$ cat src/rtl/ili9341_pkg.sv
// Shared types and constants for the ILI9341 window scheduler: FSM states,
// panel command opcodes, default panel geometry and the request rectangle layout.
package ili9341_pkg;

  typedef enum logic [2:0] {
    StIdle,
    StArb,
    StCaset,
    StPaset,
    StRamwr,
    StStream,
    StDone
  } sched_state_e;

  localparam logic [7:0] CmdCaset = 8'h2A;
  localparam logic [7:0] CmdPaset = 8'h2B;
  localparam logic [7:0] CmdRamwr = 8'h2C;

  localparam int unsigned DefaultWidth  = 128;
  localparam int unsigned DefaultHeight = 128;

  // Coordinates are widened to 8 bits so x0+w and y0+h never wrap.
  typedef struct packed {
    logic [7:0] x0;
    logic [7:0] y0;
    logic [7:0] w;
    logic [7:0] h;
  } rect_t;

  function automatic rect_t unpack_rect(input logic [27:0] r);
    return {1'b0, r[27:21], 1'b0, r[20:14], 1'b0, r[13:7], 1'b0, r[6:0]};
  endfunction

endpackage

$ cat src/rtl/sched_rr_arb.sv
// Two-requester round-robin arbiter; the pointer moves past the winner on each grant
// so the requester not granted last wins a tie.
module sched_rr_arb (
  input  logic       clk,
  input  logic       rst,
  input  logic [1:0] req,
  input  logic       en,
  output logic [1:0] gnt
);

  logic prio_q, prio_d;  // 1 favours requester 1

  always_comb begin
    gnt = 2'b00;
    if (en) begin
      unique case (req)
        2'b01:   gnt = 2'b01;
        2'b10:   gnt = 2'b10;
        2'b11:   gnt = prio_q ? 2'b10 : 2'b01;
        default: gnt = 2'b00;
      endcase
    end
    prio_d = prio_q;
    if (gnt[0]) begin
      prio_d = 1'b1;
    end else if (gnt[1]) begin
      prio_d = 1'b0;
    end
  end

  always_ff @(posedge clk) begin
    if (rst) begin
      prio_q <= 1'b0;
    end else begin
      prio_q <= prio_d;
    end
  end

endmodule

$ cat src/rtl/ili9341_window_sched.sv
// Arbitrates window redraw requests and streams CASET/PASET/RAMWR plus pixel words
// to the SPI controller. Define SCHED_CLIP_EN to clip rectangles to the panel.
module ili9341_window_sched
  import ili9341_pkg::*;
#(
  parameter int unsigned WIDTH      = DefaultWidth,
  parameter int unsigned HEIGHT     = DefaultHeight,
  parameter int unsigned PIXEL_SIZE = 16
) (
  input  logic                  clk,
  input  logic                  rst,
  input  logic [1:0]            req,
  input  logic [55:0]           req_rect,
  output logic [1:0]            gnt,
  output logic [13:0]           mem_addr,
  output logic                  mem_rd,
  input  logic [PIXEL_SIZE-1:0] mem_data,
  output logic                  out_valid,
  input  logic                  out_ready,
  output logic [15:0]           out_data,
  output logic                  out_dc,
  output logic                  out_wide,
  output logic                  busy,
  output logic                  frame_done,
  output logic                  err
);

  localparam logic [7:0]  WidthC    = 8'(WIDTH);
  localparam logic [7:0]  HeightC   = 8'(HEIGHT);
  localparam logic [13:0] RowStride = 14'(WIDTH);

  sched_state_e state_q, state_d;
  rect_t        rect_q, rect_d;
  logic [2:0]   bcnt_q, bcnt_d;
  logic [7:0]   fx_q, fx_d, fy_q, fy_d;
  logic [15:0]  fetch_left_q, fetch_left_d, out_left_q, out_left_d;
  logic         hold_valid_q, hold_valid_d, pending_q, pending_d;
  logic [PIXEL_SIZE-1:0] hold_q, hold_d;

  logic [1:0]   arb_gnt;
  rect_t        win_rect, eff_rect;
  logic         win_empty, win_bad;
  logic         xfer, issue;
  logic [7:0]   cmd, span_lo, span_hi, cmd_byte, ax, ay;
  logic [13:0]  pix_addr;
  logic [PIXEL_SIZE-1:0] pix_word;

  sched_rr_arb u_arb (
    .clk (clk),
    .rst (rst),
    .req (req),
    .en  (state_q == StArb),
    .gnt (arb_gnt)
  );

  always_comb begin
    win_rect  = unpack_rect(arb_gnt[1] ? req_rect[55:28] : req_rect[27:0]);
    eff_rect  = win_rect;
    win_empty = (win_rect.w == 8'd0) || (win_rect.h == 8'd0);
    win_bad   = 1'b0;
`ifdef SCHED_CLIP_EN
    if (win_rect.x0 >= WidthC || win_rect.y0 >= HeightC) begin
      win_empty = 1'b1;
    end else begin
      if (8'(win_rect.x0 + win_rect.w) > WidthC) eff_rect.w = WidthC - win_rect.x0;
      if (8'(win_rect.y0 + win_rect.h) > HeightC) eff_rect.h = HeightC - win_rect.y0;
    end
`else
    win_bad = !win_empty && ((8'(win_rect.x0 + win_rect.w) > WidthC) ||
                             (8'(win_rect.y0 + win_rect.h) > HeightC));
`endif
  end

  // Command byte sequence: opcode, start hi/lo, end hi/lo (hi bytes are always zero).
  always_comb begin
    if (state_q == StCaset) begin
      cmd     = CmdCaset;
      span_lo = rect_q.x0;
      span_hi = rect_q.x0 + rect_q.w - 8'd1;
    end else begin
      cmd     = CmdPaset;
      span_lo = rect_q.y0;
      span_hi = rect_q.y0 + rect_q.h - 8'd1;
    end
    unique case (bcnt_q)
      3'd0:    cmd_byte = cmd;
      3'd2:    cmd_byte = span_lo;
      3'd4:    cmd_byte = span_hi;
      default: cmd_byte = 8'h00;
    endcase
  end

  assign ax       = rect_q.x0 + fx_q;
  assign ay       = rect_q.y0 + fy_q;
  assign pix_addr = {6'd0, ay} * RowStride + {6'd0, ax};
  // A word arriving from memory is offered straight away; it lands in the holding
  // register only if the controller stalls, so at most one pixel is ever in flight.
  assign pix_word = hold_valid_q ? hold_q : mem_data;

  assign xfer   = out_valid & out_ready;
  assign issue  = (state_q == StStream) && (fetch_left_q != 16'd0) &&
                  (!(hold_valid_q || pending_q) || xfer);
  assign mem_rd   = issue;
  assign mem_addr = issue ? pix_addr : 14'd0;

  always_comb begin
    state_d = state_q;
    unique case (state_q)
      StIdle: if (|req) state_d = StArb;
      StArb: begin
        if (arb_gnt == 2'b00) state_d = StIdle;
        else if (win_empty)   state_d = StDone;
        else if (win_bad)     state_d = StIdle;
        else                  state_d = StCaset;
      end
      StCaset:  if (xfer && bcnt_q == 3'd4) state_d = StPaset;
      StPaset:  if (xfer && bcnt_q == 3'd4) state_d = StRamwr;
      StRamwr:  if (xfer) state_d = StStream;
      StStream: if (xfer && out_left_q == 16'd1) state_d = StDone;
      StDone:   state_d = StIdle;
      default:  state_d = StIdle;
    endcase
  end

  always_comb begin
    gnt        = 2'b00;
    err        = 1'b0;
    frame_done = 1'b0;
    busy       = (state_q != StIdle);
    out_valid  = 1'b0;
    out_data   = 16'h0000;
    out_dc     = 1'b0;
    out_wide   = 1'b0;
    unique case (state_q)
      StArb: begin
        gnt = arb_gnt;
        err = win_bad && (arb_gnt != 2'b00);
      end
      StCaset, StPaset: begin
        out_valid = 1'b1;
        out_dc    = (bcnt_q != 3'd0);
        out_data  = {8'h00, cmd_byte};
      end
      StRamwr: begin
        out_valid = 1'b1;
        out_data  = {8'h00, CmdRamwr};
      end
      StStream: begin
        out_valid = hold_valid_q || pending_q;
        out_dc    = 1'b1;
        out_wide  = 1'b1;
        out_data  = 16'(pix_word);
      end
      StDone:  frame_done = 1'b1;
      default: ;
    endcase
  end

  always_comb begin
    rect_d       = rect_q;
    bcnt_d       = bcnt_q;
    fx_d         = fx_q;
    fy_d         = fy_q;
    fetch_left_d = fetch_left_q;
    out_left_d   = out_left_q;
    hold_valid_d = hold_valid_q;
    hold_d       = hold_q;
    pending_d    = 1'b0;
    unique case (state_q)
      StArb: begin
        rect_d       = eff_rect;
        bcnt_d       = 3'd0;
        fx_d         = 8'd0;
        fy_d         = 8'd0;
        fetch_left_d = {8'd0, eff_rect.w} * {8'd0, eff_rect.h};
        out_left_d   = {8'd0, eff_rect.w} * {8'd0, eff_rect.h};
        hold_valid_d = 1'b0;
      end
      StCaset, StPaset: begin
        if (xfer) bcnt_d = (bcnt_q == 3'd4) ? 3'd0 : bcnt_q + 3'd1;
      end
      StStream: begin
        pending_d = issue;
        if (pending_q && !xfer) begin
          hold_valid_d = 1'b1;
          hold_d       = mem_data;
        end else if (xfer) begin
          hold_valid_d = 1'b0;
        end
        if (issue) begin
          fetch_left_d = fetch_left_q - 16'd1;
          if (fx_q == rect_q.w - 8'd1) begin
            fx_d = 8'd0;
            fy_d = fy_q + 8'd1;
          end else begin
            fx_d = fx_q + 8'd1;
          end
        end
        if (xfer) out_left_d = out_left_q - 16'd1;
      end
      default: ;
    endcase
  end

  always_ff @(posedge clk) begin
    if (rst) begin
      state_q      <= StIdle;
      rect_q       <= '0;
      bcnt_q       <= 3'd0;
      fx_q         <= 8'd0;
      fy_q         <= 8'd0;
      fetch_left_q <= 16'd0;
      out_left_q   <= 16'd0;
      hold_valid_q <= 1'b0;
      hold_q       <= '0;
      pending_q    <= 1'b0;
    end else begin
      state_q      <= state_d;
      rect_q       <= rect_d;
      bcnt_q       <= bcnt_d;
      fx_q         <= fx_d;
      fy_q         <= fy_d;
      fetch_left_q <= fetch_left_d;
      out_left_q   <= out_left_d;
      hold_valid_q <= hold_valid_d;
      hold_q       <= hold_d;
      pending_q    <= pending_d;
    end
  end

endmodule

$ cat config.mk
export PLATFORM = sky130hd
export DESIGN_NAME = ili9341_window_sched
export DESIGN_NICKNAME = d
export VERILOG_FILES = /design/src/rtl/ili9341_pkg.sv /design/src/rtl/sched_rr_arb.sv /design/src/rtl/ili9341_window_sched.sv
export SDC_FILE = /design/constraint.sdc
export NUM_CORES = 1
export LEC_CHECK = 0
export BUFFER_PORTS_ARGS = -buffer_cell sky130_fd_sc_hd__buf_2
export CORE_ASPECT_RATIO = 1.5
export CORE_UTILIZATION = 60
export DETAILED_ROUTE_END_ITERATION = 10
export MAX_ROUTING_LAYER = met4
export PLACE_DENSITY_LB_ADDON = 0.05
export REMOVE_ABC_BUFFERS = 1
export SLEW_MARGIN = 0
export SYNTH_ARGS = -nofsm -noshare
export SYNTH_HDL_FRONTEND = slang
export SYNTH_SLANG_ARGS = --single-unit
$ cat constraint.sdc
create_clock -name clk -period 8.3 [get_ports clk]
set_input_delay 1.66 -clock clk [delete_from_list [all_inputs] [get_ports clk]]
set_output_delay 1.66 -clock clk [all_outputs]
set_load 0.01 [all_outputs]
After elaboration in Yosys (flattened, before gate mapping)
Index checks and enable logic that the tools add are counted.
- add/subtract/negate cells: 15
- multipliers: 1
- $lt $le $gt $ge: 2
- eq/ne operators: 23
- muxes and demuxes: 44
- bitwise logic cells: 2
- reduce and logical (&&, ||, !) cells: 36
- operator list (cell ; count):
    one-hot mux 16 bit (2 select lines) ; 2
    two-way mux 16 bit ; 3
    one-hot mux 16 bit (3 select lines) ; 1
    two-way mux 8 bit ; 5
    adder 7 x 7 -> 8 bit ; 4
    one-hot mux 8 bit (2 select lines) ; 2
    subtractor 16 x 1 -> 16 bit, second input constant ; 2
    two-way mux 28 bit ; 1
    two-way mux 3 bit ; 9
    one-hot mux 8 bit (3 select lines) ; 1
    one-hot mux 3 bit (6 select lines) ; 1
    adder 8 x 1 -> 8 bit, second input constant ; 2
    == test 16 x 1 -> 1 bit, second input constant ; 1
    > comparator 8 bit, second input constant ; 2
    nonzero test 16 bit ; 1
    subtractor 8 x 1 -> 8 bit, second input constant ; 2
    adder 14 x 8 -> 14 bit ; 1
    zero test 7 bit ; 2
    multiplier 7 x 7 -> 14 bit ; 1
    two-way mux 14 bit ; 1
    == test 3 bit, second input constant ; 4
    != test 2 bit, second input constant ; 6
    AND reduction 2 bit ; 5
    == test 3 x 2 -> 1 bit, second input constant ; 3
    29 further kinds ; 61
- register bits after elaboration: 101
- input port bits: 77
- output and inout bits: 39

Longest topological paths before layout
Gate-level depths: netlist of run 1.
- depth in word-level cells: 12
- mapped depth: 23
- mapped depth without buffers: 20

Hierarchy
A second synthesis of run 1 with hierarchy kept.
- cell total of the unflattened synthesis: 1219
- area, all modules: 9467.8 µm²
- modules (own cells, without submodules) (module ; instances ; cells an instance ; area each (µm²)):
    ili9341_window_sched ; 1 ; 1210 ; 9405.3
    sched_rr_arb ; 1 ; 9 ; 62.6

Worst setup path before layout of run 1
Ideal clock, no wire load.
- path kind: input to register
- from: input req[0]
- to: register fetch_left_q[13]
- arrival time: 6.556 ns
- path slack: 1.658 ns
- cell stages on the path: 21
- cells stage by stage: nand2b_1 -> nand3_1 -> buf_2 -> buf_2 -> mux2i_1 -> nor2_1 -> fa_1 -> inv_1 -> fa_1 -> inv_1 -> fa_1 -> inv_1 -> fa_1 -> inv_1 -> ha_1 -> a21oi_1 -> a31oi_1 -> a2111o_1 -> a21oi_1 -> xnor2_1 -> a211oi_1
- longest elaborated chain between the ends: 6
- elaborated cells between the ends (all ways): 8
- classes of those cells: mul (1); eq/ne (3); mux (4)
- RTL lines (element ; RTL line ; RTL):
    from (decl) ; ili9341_window_sched.sv:12 ; input logic [1:0] req,
    == test 2 bit / == test 2 x 1 -> 1 bit (equally long branches) ; sched_rr_arb.sv:16 ; unique case (req)
    one-hot mux 2 bit (3 select lines) (*) ; sched_rr_arb.sv:16 ;
    two-way mux 2 bit (*) ; sched_rr_arb.sv:15 ; if (en) begin
    two-way mux 28 bit (*) ; ili9341_window_sched.sv:57 ; win_rect = unpack_rect(arb_gnt[1] ? req_rect[55:28] : req_rect[27:0]);
    multiplier 7 x 7 -> 14 bit (*) ; ili9341_window_sched.sv:175 ; fetch_left_d = {8'd0, eff_rect.w} * {8'd0, eff_rect.h};
    one-hot mux 16 bit (2 select lines) (*) ; ili9341_window_sched.sv:169 ; unique case (state_q)
    to (signal assigned) ; ili9341_window_sched.sv:223 ; fetch_left_q <= fetch_left_d;
    to (decl) ; ili9341_window_sched.sv:36 ; logic [15:0] fetch_left_q, fetch_left_d, out_left_q, out_left_d;
Mark *: on every way between the ends. The rest lies on a longest branch, timed or not.
A chain may end at the register's enable or synchronous reset.

==> run summary, run 1 <==
TritonCTS clock tree = yes
Pleak = 4.78 nW
worst-path cell chain = buf_2, nand2b_1, nand3_1, buf_4, mux2i_1, inv_1, ha_1, inv_1, fa_1, nor2b_1, o21a_1, o21ai_0, mux2i_1, nor3_1, o22a_1, nor4b_1, buf_2
P&R area growth vs syn = 11.2%
Synth top area share = 21.9%
Worst Tran Pin Value = 1080 ps
ratio of cells with drive above 1 in the final layout = 12.9%
# port buffers = 115
Finished Cell Area = 10200 um^2
fin. max-slew vios = 0
Final period util = 85.4%
Max Clock Skew = 14.3 ps
Top-Level Pins = 116
Syn Inst Count = 1201
routed vias = 8728
Setup TNS = 0 ps
Clock transition at path regs = 80 ps
crit path max-delay cell type = mux2i_1
Worst Hold Endpoint = hold_q[4]$_SDFFE_PP0P_
post-CTS setup repair buffer count = 0
Syn Area/Cell = 7.61 um^2
hold_sp = hold_q[4]$_SDFFE_PP0P_
Routability Congestion = 0.972
R2R Path End = fetch_left_q[13]$_SDFFE_PP0P_
Die W = 103 um
hold crit path type = reg2reg
total iterations of the first detailed-routing run = 5
Clock Sinks = 100
die height = 153 um
setup violators final = 0
slew margin rel. = 27.7%
initial DRC count = 450
worst slack at placement = 1070 ps
CTS root buf = clkbuf_16
Power Density = 316 nW/um^2
Mapped Area = 9140 um^2
reg2reg setup slack = 2090 ps
WP data required = 6640 ps
largest net degree at the start of global routing = 47
cell depth of the worst setup path = 17
buffers plus inverters on the worst setup path = 5
worst r2r src = state_q[2]$_SDFFE_PP0P_
RSZ-0062 raised after global routing = no
Detailed Route WL = 25200 um
# diodes = 0
DRC = 0
sequential share of the synthesized area = 21.9%
Post-synth EDFFs = 0
total CTS buffers = 9
Tmin final = 7090 ps
vias per cell = 5.85
antenna violations before repair = 0
Gates resized, CTS repair = 0
status = completed
CP top delay family = buffers and inverters
count of cell types in the netlist = 70
first-pass GRT wire length = 40700 um
GRT Total Usage = 34.6%
Clk Latency, worst-skew pair = 360 ps
fraction of registers with async set/reset = 0%
final hold violation count = 0
synth cell count leaders = nor2_1, nand2_1, inv_1
Initial Utilization = 62.0%
fillers = 1354
# rows = 54
setup ws final = 1210 ps
#FFs+latches synth = 100
per-cell routed wire length = 16.9 um
critical path launch point type = input port
maxcap violations = 0
Max IR drop VDD = 0.294 mV
hpwl dp = 19900 um
Final nets = 1493
number of routed nets with antenna violations = 0
Worst Hold Depth = 2
Crit Path Max Fanout = 30
placed cell area = 9870 um^2
area leader, netlist = dfxtp_1
top post-synthesis cells by area = dfxtp_1, ha_1, fa_1, nor2_1, nand2_1
Yosys Warn Count = 0
CP Class = in2out
CTS hold repair buffers = 0
Max stage delay on crit path = 630 ps
FMAX = 141 MHz
H-tree depth = 3
Worst Setup End Kind = output port
GRT Residual Overflow = 0
sequential cell area = 2000 um^2
worst reg2reg path depth = 20
core box area = 14700 um^2
top_reg_cell synth = dfxtp_1
Design Power = 3.21 mW
multi-input gate area in the final layout = 6510 um^2
die footprint = 15700 um^2
top-count cell post-synth = nor2_1
vias in the first global route = 8502
WP data arrival = 5430 ps
clock tree buffer depth = 2
-- logic make-up (layout without fill, tap and decap cells) --
| kind of cell | after synthesis | in the layout | synth area share (%) |
|---|---|---|---|
| simple gates | 414 | 414 | 20.7 |
| compound gates | 293 | 293 | 20.3 |
| buf+inv | 165 | 259 | 6.93 |
| fa+ha+maj | 126 | 126 | 19.7 |
| flops | 100 | 100 | 21.9 |
| xor+xnor | 62 | 62 | 5.94 |
| mux | 41 | 41 | 4.50 |
-- worst max path at each step --
| stage | from | to | slack [ps] |
|---|---|---|---|
| 2_1_floorplan | state_q[0]$_SDFFE_PP0P_ | fetch_left_q[13]$_SDFFE_PP0P_ | 710 |
| 3_3_place_gp | req[0] | fetch_left_q[13]$_SDFFE_PP0P_ | 1270 |
| 3_5_place_dp | req[0] | fetch_left_q[13]$_SDFFE_PP0P_ | 1070 |
| 4_1_cts | req[0] | err | 1250 |
| 5_1_grt | req[0] | err | 970 |
| 6_report | req[0] | err | 1210 |
-- per-layer routing --
layer	share of wire, %	track usage [%]	routed length, um
met1	39	37.1	9830
met2	52	60.6	13200
met4	4.9	17.9	1250
met3	3.8	4.57	964
met5	0	-	0
-- cells in the final DEF, fill, tap and decap left out, types with 4 or more instances in the layout --
cell and n:
nor2_1 153, nand2b_1 8, a21oi_1 96, nand3_1 15, nand4_1 9, nand2_1 134, a31oi_1 9, xnor2_1 35
mux2i_1 40, and3_1 7, clkbuf_16 9, o21ai_0 58, or3_1 9, a311oi_1 6, nor3_1 23, a21o_1 22
nand4b_1 4, buf_4 15, o21a_1 6, o211ai_1 7, and2_1 8, a211oi_1 39, fa_1 30, ha_1 96
dfxtp_1 100, buf_2 115, o22ai_1 7, nor4_1 11, o21bai_1 4, o31ai_1 8, or4_1 6, xor2_1 27
nor2b_1 7, inv_1 109
-- through the flow --
stage / std cells / utilization [%] / hold slack [ps]
floorplan: 1149 / - / 427
global placement: 1475 / 67.0 / 438
detailed placement: 1475 / 67.0 / 447
CTS: 1491 / 69.0 / 459
global route: 1491 / 69.0 / 479
finish: 1491 / 69.0 / 456
-- layout make-up --
class	instances	share of cell area, %
Multi-Input combinational cell	936	64.0
Clock buffer	9	2.22
Inverter	113	4.20
Tap cell	196	2.41
Sequential cell	100	19.7
Clock inverter	7	0.653
Timing Repair Buffer	130	6.77
-- flip-flops by register name (all words and copies together), names as in the netlist --
name	flops
u_arb.prio_q	1
state_q	3
rect_q	28
pending_q	1
hold_q	16
bcnt_q	3
fy_q	7
hold_valid_q	1
out_left_q	16
fx_q	8
fetch_left_q	16
-- worst reg2reg max path: stages (launching register included) --
cell,delay [ps]
dfxtp_1,680
nor3b_4,90
nand3_1,130
buf_4,390
mux2i_1,680
inv_1,160
nand2_1,120
fa_1,450
fa_1,560
inv_1,70
fa_1,540
inv_1,60
fa_1,530
inv_1,40
ha_1,330
a21oi_1,230
a31oi_1,160
a2111o_1,390
a21oi_1,170
xnor2_1,100
a211oi_1,240
-- report_power, final --
part / total (mW) / switching (mW) / internal, mW
logic: 2.08 / 1.25 / 0.832
registers: 0.706 / 0.123 / 0.583
clock network: 0.426 / 0.215 / 0.211
No activity file was read; power rests on OpenSTA's default activity.
==> run 2: changes to the inputs <==
--- a/config.mk
+++ b/config.mk
@@ -8,6 +8,7 @@
 export BUFFER_PORTS_ARGS = -buffer_cell sky130_fd_sc_hd__buf_2
 export CORE_ASPECT_RATIO = 1.5
 export CORE_UTILIZATION = 60
+export CTS_BUF_LIST = sky130_fd_sc_hd__clkbuf_4 sky130_fd_sc_hd__clkbuf_8
 export DETAILED_ROUTE_END_ITERATION = 10
 export MAX_ROUTING_LAYER = met4
 export PLACE_DENSITY_LB_ADDON = 0.05
==> run 2 against run 1 <==
- sequential share of layout area grew 0.20 points
- power shrank 3.4%
- sequential cell count unchanged
- utilization is 0.69 points lower
- die area unchanged
- highest routed layer unchanged
==> run summary, run 2 (same netlist as run 1, synthesis figures left out) <==
die height = 153 um (unchanged)
most common cell after layout, fill and taps aside = nor2_1
Detailed Route WL = 25100 um (-0.49%)
CP Class = in2out
Clock Sinks = 100 (unchanged)
Max IR drop VDD = 0.293 mV (-0.29%)
GRT Total Usage = 34.5% (-0.091 points)
clock tree buffer depth = 2 (unchanged)
initial DRC count = 479 (+6.4%)
slew margin rel. = 30.0% (+2.2 points)
GRT Residual Overflow = 0 (unchanged)
Reg power frac = 22.8% (+0.8 points)
final hold violation count = 0 (unchanged)
setup violators final = 0 (unchanged)
CTS root buf = clkbuf_8
Worst Setup End Kind = output port
Initial Utilization = 62.0% (unchanged)
die footprint = 15700 um^2 (unchanged)
placed cell area = 9870 um^2 (unchanged)
WP data arrival = 5420 ps (about the same)
Worst Tran Pin Value = 1050 ps (-33.6 ps)
hpwl dp = 19900 um (unchanged)
# port buffers = 115 (unchanged)
Tmin final = 7080 ps (-7.64 ps)
status = completed
Die W = 103 um (unchanged)
Pleak = 4.74 nW (-0.97%)
largest net degree at the start of global routing = 47 (unchanged)
# diodes = 0 (unchanged)
Max Clock Skew = 18.6 ps (+4.28 ps)
vias in the first global route = 8497 (-0.059%)
Routability Congestion = 0.972 (unchanged)
maxcap violations = 0 (unchanged)
Reg with most FFs = rect_q
ratio of cells with drive above 1 in the final layout = 12.9% (unchanged)
Finished Cell Area = 10100 um^2 (-1.0%)
H-tree depth = 3 (unchanged)
P&R area growth vs syn = 10.1%
Clk pwr share = 10.2% (-3.1 points)
core box area = 14700 um^2 (unchanged)
Top-Level Pins = 116 (unchanged)
# rows = 54 (unchanged)
Final period util = 85.3% (-0.092 points)
post-CTS setup repair buffer count = 0 (unchanged)
total CTS buffers = 9 (unchanged)
Clock transition at path regs = 110 ps (+30 ps)
routed vias = 8738 (+0.11%)
Power Density = 308 nW/um^2 (-2.4%)
Final nets = 1493 (unchanged)
WP data required = 6640 ps (about the same)
RSZ-0062 raised after global routing = no
Gate power share = 67.0% (+2.2 points)
CTS hold repair buffers = 0 (unchanged)
DRC = 0 (unchanged)
worst reg2reg path depth = 20 (unchanged)
commonest non-fill, non-tap cells in the layout = nor2_1, nand2_1, buf_2, inv_1, dfxtp_1
TritonCTS clock tree = yes
number of routed nets with antenna violations = 0 (unchanged)
Crit Path Max Fanout = 30 (unchanged)
antenna violations before repair = 0 (unchanged)
hold crit path type = reg2reg
P_int = 1.53 mW (-5.8%)
critical path launch point type = input port
sw frac = 50.7% (+1.3 points)
FMAX = 141 MHz (+0.11%)
total iterations of the first detailed-routing run = 5 (unchanged)
Gates resized, CTS repair = 0 (unchanged)
first-pass GRT wire length = 40600 um (-0.25%)
max FFs per register = 28 (unchanged)
Setup TNS = 0 ps (unchanged)
fin. max-slew vios = 0 (unchanged)
Clk Latency, worst-skew pair = 390 ps (+30 ps)
per-cell routed wire length = 16.8 um (-0.49%)
Worst Hold Depth = 2 (unchanged)
vias per cell = 5.86 (+0.11%)
P_sw = 1.57 mW (-0.85%)
[run 2: cell counts in the layout (fill, tap and decap cells not counted)]
No cell type changed its count.
[run 2: per-layer routing]
layer / wire, um / vias up / GRT usage, % / part of all wire [%]
met2: 13000 / 230 / 59.9 / 52
met1: 9970 / 4087 / 37.7 / 40
li1: - / 4337 / - / -
met4: 1310 / 0 / 18.1 / 5.2
met3: 843 / 84 / 4.02 / 3.4
met5: 0 / - / - / 0
[run 2: critical path: stages]
cell	delay, ps
buf_2	120
nand2b_1	60
nand3_1	110
buf_4	380
mux2i_1	630
inv_1	210
ha_1	260
inv_1	60
fa_1	210
nor2b_1	60
o21a_1	170
o21ai_0	260
mux2i_1	240
nor3_1	70
o22a_1	270
nor4b_1	410
buf_2	210
[run 2: worst paths after layout]
check	from	to	slack [ps]
max	req[0]	err	1220
max reg2reg	state_q[2]$_SDFFE_PP0P_	fetch_left_q[13]$_SDFFE_PP0P_	2050
min reg2reg	hold_q[4]$_SDFFE_PP0P_	hold_q[4]$_SDFFE_PP0P_	460
min	hold_q[4]$_SDFFE_PP0P_	hold_q[4]$_SDFFE_PP0P_	460
[run 2: per-stage QoR]
| step | power (mW) | std cells | setup WS [ps] | hold WS (ps) | utilization [%] |
|---|---|---|---|---|---|
| floorplan | 2.20 | 1149 | 706 | 427 | - |
| global placement | 2.74 | 1475 | 1270 | 438 | 67.0 |
| detailed placement | 2.78 | 1475 | 1070 | 447 | 67.0 |
| CTS | 3.10 | 1491 | 1250 | 464 | 68.3 |
| global route | 3.38 | 1491 | 973 | 484 | 68.3 |
| finish | 3.10 | 1491 | 1220 | 461 | 68.3 |
[run 2: layout make-up]
cell class,instances,area [um^2]
clock buffers,9,124
clock inverters,7,66.3
fillers,1358,4670
inverters,113,427
multi-input cells,936,6510
flip-flops and latches,100,2000
well taps,196,245
repair buffers,130,688
[run 2: power by group through the flow]
stage                     Combinational (mW)  Clock (mW)  Sequential, mW
final                                   2.08       0.317           0.707
after global routing                    2.31       0.345           0.722
after CTS                               2.08       0.324           0.703
after detailed placement                2.06           0           0.713
after global placement                  2.03           0           0.713
after floorplan                         1.52           0           0.684
